--- src/rtl/burst_accumulator.sv ---
// Burst accumulator: sums a valid/ready burst of unsigned operands and presents sum/count/overflow.
// Optional build macro BURST_ACC_SAT_EN selects a saturating sum instead of a wrapping one.
module burst_accumulator #(
  parameter int unsigned WIDTH = 16,
  parameter int unsigned CNT_W = 8
) (
  input  logic             CLK,
  input  logic             RST,
  input  logic [WIDTH-1:0] IN_DATA,
  input  logic             IN_VALID,
  input  logic             IN_LAST,
  output logic             IN_READY,
  output logic [WIDTH-1:0] OUT_SUM,
  output logic [CNT_W-1:0] OUT_CNT,
  output logic             OUT_OVF,
  output logic             OUT_VALID,
  input  logic             OUT_READY
);

  localparam int unsigned EXT_W = WIDTH + 1;

  typedef enum logic [1:0] {
    IDLE = 2'd0,
    ACC  = 2'd1,
    DONE = 2'd2
  } state_t;

  state_t             state, state_nxt;
  logic [WIDTH-1:0]   acc, acc_nxt;
  logic [CNT_W-1:0]   cnt, cnt_nxt;
  logic               ovf, ovf_nxt;
  logic [EXT_W-1:0]   sum_ext;

  // State and datapath registers; handshake flags are registered from the next state.
  always_ff @(posedge CLK) begin
    if (RST) begin
      state     <= IDLE;
      acc       <= '0;
      cnt       <= '0;
      ovf       <= 1'b0;
      IN_READY  <= 1'b1;
      OUT_VALID <= 1'b0;
    end else begin
      state     <= state_nxt;
      acc       <= acc_nxt;
      cnt       <= cnt_nxt;
      ovf       <= ovf_nxt;
      IN_READY  <= (state_nxt != DONE);
      OUT_VALID <= (state_nxt == DONE);
    end
  end

  // Next-state and datapath update.
  always_comb begin
    state_nxt = state;
    acc_nxt   = acc;
    cnt_nxt   = cnt;
    ovf_nxt   = ovf;
    sum_ext   = EXT_W'({1'b0, acc}) + EXT_W'({1'b0, IN_DATA});
    case (state)
      IDLE: begin
        if (IN_VALID) begin
          acc_nxt   = IN_DATA;
          cnt_nxt   = CNT_W'(1);
          ovf_nxt   = 1'b0;
          state_nxt = IN_LAST ? DONE : ACC;
        end
      end
      ACC: begin
        if (IN_VALID) begin
`ifdef BURST_ACC_SAT_EN
          // Once saturated, any further add either carries or adds zero, so acc stays all-ones.
          acc_nxt = sum_ext[WIDTH] ? {WIDTH{1'b1}} : sum_ext[WIDTH-1:0];
`else
          acc_nxt = sum_ext[WIDTH-1:0];
`endif
          ovf_nxt   = ovf | sum_ext[WIDTH];
          cnt_nxt   = (cnt == {CNT_W{1'b1}}) ? cnt : cnt + CNT_W'(1);
          state_nxt = IN_LAST ? DONE : ACC;
        end
      end
      DONE: begin
        if (OUT_READY) begin
          acc_nxt   = '0;
          cnt_nxt   = '0;
          ovf_nxt   = 1'b0;
          state_nxt = IDLE;
        end
      end
      default: begin
        state_nxt = IDLE;
      end
    endcase
  end

  assign OUT_SUM = acc;
  assign OUT_CNT = cnt;
  assign OUT_OVF = ovf;

endmodule
--- config.mk ---
export PLATFORM = sky130hd
export DESIGN_NAME = burst_accumulator
export DESIGN_NICKNAME = d
export VERILOG_FILES = /design/src/rtl/burst_accumulator.sv
export SDC_FILE = /design/constraint.sdc
export NUM_CORES = 1
export LEC_CHECK = 0
export BUFFER_PORTS_ARGS = -buffer_cell sky130_fd_sc_hd__buf_2
export CAP_MARGIN = 20
export CORE_MARGIN = 1.5
export CORE_UTILIZATION = 47
export DETAILED_ROUTE_END_ITERATION = 12
export GPL_TIMING_DRIVEN = 0
export HOLD_SLACK_MARGIN = 0.08
export PLACE_DENSITY = 0.74
export SETUP_SLACK_MARGIN = 0.5
export SLEW_MARGIN = 20
export SYNTH_ARGS = -nofsm -noshare
export SYNTH_HDL_FRONTEND = slang
export SYNTH_SLANG_ARGS = --single-unit
--- constraint.sdc ---
create_clock -name CLK -period 2.45 [get_ports CLK]
set_clock_uncertainty 0.15 [all_clocks]
set_input_delay 0.49 -clock CLK [delete_from_list [all_inputs] [get_ports CLK]]
set_output_delay 0.49 -clock CLK [all_outputs]
set_load 0.03 [all_outputs]
==> metrics.md <==
| Metric | Value |
|---|---|
| PwrDens | `roughly 570 nW/µm²` |
| Final worst-path cycle share | `0.9275` |
| Area share of the largest cell type after synthesis | `0.2709` |
| Crit Path Class | `flip-flop to flip-flop` |
| CP Depth | `8` |
| Hold_ws | `between 0.3 and 0.4 ns` |
| WP data required | `between 2 and 2.5 ns` |
| Max Fclk | `approximately 0.44 GHz` |
| CP bufs+invs | `0` |
| WL final | `between 7000 and 8000 µm` |
| Count of state elements after synthesis | `29` |
| Initial DRT Pass Iterations | `5` |
| WL/cell | `17.74 µm` |
| First-pass GRT wire length | `about 10,000 µm` |
| Clk sinks | `29` |
| H-tree Lvls | `2` |
| Post-placement cell area | `between 2000 and 3000 µm²` |
| Critical path arrival | `about 2.3 ns` |
| R2R Setup Slk | `0.18 ns` |
| Die area | `4974 µm²` |
| Final Max Tran Viols | `0` |
| Initial cell density of the core | `0.4889` |
| Worst setup EP type | `flip-flop` |
| Die height | `around 71 µm` |
| Final nets | `a little under 400` |
| Initial DRC Count | `approximately 170` |
| ANT cells | `0` |
| Synth cell count leaders | `a21oi_1, dfxtp_1, nor2_1, ha_1, nand2_1` |
| Seq/Total Area, Yosys | `0.2709` |
| Vias | `about 2,500` |
| Crit-path leading delay family | `compound AO/OA/AOI/OAI gates` |
| Worst Hold Depth | `2` |
| Fillers | `approximately 300` |
| Min-delay src | `OUT_CNT[1]$_SDFFE_PP0P_` |
| Antenna-violating nets left | `0` |
| Final Hold Viols | `0` |
| Met3 wire length | `between 400 and 500 µm` |
| Root Driver | `clkbuf_8` |
| FFs w/ async S/R, synth | `0` |
| Layout area overhead | `58.14%` |
| Post-Layout Cell Count | `around 410` |
| Final Critical Period | `2.272 ns` |
| Syn nets | `around 320` |
| Top routing layer in use | `met4` |
| VDD IR max | `~0.35 mV` |
| Hold path endpoint | `OUT_CNT[1]$_SDFFE_PP0P_` |
| Via-per-instance ratio | `between 6 and 7` |
| Hpwl dp | `roughly 4100 µm` |
| Least-Margin Pin Slew | `0.7212 ns` |
| Die X-Extent | `70.53 µm` |
| Wl on met1 | `between 3000 and 4000 µm` |
| Cts hold-fix bufs | `0` |
| Global Route Usage Sum | `0.2557` |
| Residual DRC count | `0` |
| Mean post-synth cell area | `7.909 µm²` |
| Routability congestion estimate | `0.8730` |
| Post-synth EDFFs | `0` |
| Clk Latency, worst-skew pair | `0.29 ns` |
| Critical path startpoint category | `flip-flop` |
| Maximum clock insertion buffer count | `2` |
| Gate Count Post-Synth | `271` |
| Slew HR | `0.5192` |
| Vias in the first global route | `roughly 2,200` |
| Max incr delay on CP | `0.35 ns` |
| Critical path's most frequent cell | `a21o_1` |
| Warnings, synthesis | `0` |
| Layout cells sized above 1 | `0.5028` |
| # IOs | `48` |
| FP Rows | `24` |
| Final setup viols | `0` |
| Synth Cell Area | `~2100 µm²` |
| Total global routing overflow | `0` |
| RSZ-0062 raised after global routing | `true` |
| Synth unique cells | `between 50 and 60` |
| Crit-path cells | `ha_4 -> fa_2 -> a21o_1 -> nand4_1 -> a21o_1 -> a21oi_2 -> or3_1 -> a31o_2` |
| Top FF cell, synth | `dfxtp_1` |
| WL met2 | `3632 µm` |
| CTS clk-pin slew, worst paths | `0.06 ns` |
| Largest net degree at the start of global routing | `11` |
| Crit path from | `OUT_SUM[0]$_SDFFE_PP0P_` |
| Slowest stage cell, crit path | `fa_2` |
| R2R cell count | `8` |
| Maxcap violations | `0` |
| CP Max Fanout | `3` |
| Status | `complete, no violations` |
| R2R Path Start | `OUT_SUM[0]$_SDFFE_PP0P_` |
| Count leader, synth | `a21oi_1` |
| Fin area | `3390 µm²` |
| Lkg Pwr | `0.001421 µW` |
| Dpl cells | `369` |
| Top post-synthesis cells by area | `dfxtp_1, ha_1, a21oi_1` |
| IO Port Bufs | `between 40 and 50` |
| Top cell type by total area after synthesis | `dfxtp_1` |
| Min-Delay Path Class | `flip-flop to flip-flop` |
| CTS tree | `yes` |
| Core ar. | `4384 µm²` |
| R2r endpoint | `OUT_SUM[14]$_SDFFE_PP0P_` |
| TritonCTS Buffers | `5` |
| Number of antenna violations at the first check in global routing | `0` |
-- tightest hold or removal path, cell delays in order, from the launching register on --
cell     delay, ns
dfxtp_2       0.33
nand2_1       0.06
a21oi_1       0.06
-- logic make-up after synthesis --
logic type | Yosys count | synth area share
compound gates | 91 | 0.2744
xor+xnor | 12 | 0.04904
fa+ha+maj | 23 | 0.1378
buf+inv | 20 | 0.03677
flops | 29 | 0.2709
mux | 2 | 0.009924
simple gates | 94 | 0.2213
-- repair_timing --
item | in CTS | in global routing
setup buffers | 19 | 9
cloned | 1 | 1
pin swaps | 18 | 36
resized for setup | 48 | 45
hold endpoints to repair | 0 | 0
setup endpoints to repair | 24 | 26
-- placed cells by master (no fill, tap or decap), types with 3 or more instances in the layout --
master	Yosys	layout
buf_2	2	45
nor3_2	0	3
buf_4	0	23
inv_1	9	6
nand2_1	17	17
a21oi_1	31	17
dfxtp_4	0	6
clkbuf_8	0	9
o211ai_1	3	3
nor2_1	27	26
a21o_1	8	8
xnor2_1	7	6
a211oi_2	0	3
ha_4	0	15
xor2_1	5	5
and2_1	4	4
nor3_1	16	13
and3_1	7	6
or3_1	3	3
a221oi_2	0	4
o21ai_4	0	3
nand3_1	6	5
o21ai_0	16	12
ha_1	22	5
buf_6	0	7
dfxtp_1	29	13
a21oi_2	0	12
dfxtp_2	0	10
o21a_1	3	3
-- area by class of cell --
type	instances	area (µm²)	area share
inverter	9	38.79	0.01144
multi-input combinational	222	1966	0.5799
sequential	29	615.6	0.1816
buffer	11	112.6	0.03322
timing repair buffer	76	505.5	0.1491
tap	52	65.06	0.01920
clock buffer	7	86.33	0.02547
-- per-stage QoR --
step	setup TNS (ns)	utilization	worst slack (ns)	total power [µW]
finish	0	0.7731	0.1777	1928
global route	0	0.7731	0.09999	2027
CTS	0	0.7126	0.2537	1780
detailed placement	-0.2672	0.6036	-0.1500	1223
global placement	-0.2485	0.6036	-0.1245	1215
floorplan	0	-	0.1338	1064
-- report_power, final --
part	switching (µW)	internal [µW]
Clock	190	223
Sequential	44.6	516
Combinational	505	449
Total	740	1190
-- worst max-delay path by stage --
stage / endpoint / slack (ns)
5_1_grt: OUT_SUM[14]$_SDFFE_PP0P_ / 0.1
2_1_floorplan: OUT_SUM[14]$_SDFFE_PP0P_ / 0.13
3_5_place_dp: OUT_SUM[14]$_SDFFE_PP0P_ / -0.15
4_1_cts: OUT_SUM[14]$_SDFFE_PP0P_ / 0.25
6_report: OUT_SUM[14]$_SDFFE_PP0P_ / 0.18
3_3_place_gp: OUT_SUM[14]$_SDFFE_PP0P_ / -0.12
-- state kept, by name, indices dropped and copies added, names as in the netlist --
register	count
IN_READY	1
OUT_CNT	8
OUT_OVF	1
OUT_SUM	16
OUT_VALID	1
state	2
-- per-layer routing --
metal  global-route usage  up-vias
li1                     -     1175
met1               0.3404     1208
met2               0.4298       98
met3              0.04843       16
met4              0.06499        0
met5                    0        -
Note: power is estimated with default switching activity, not from simulation.
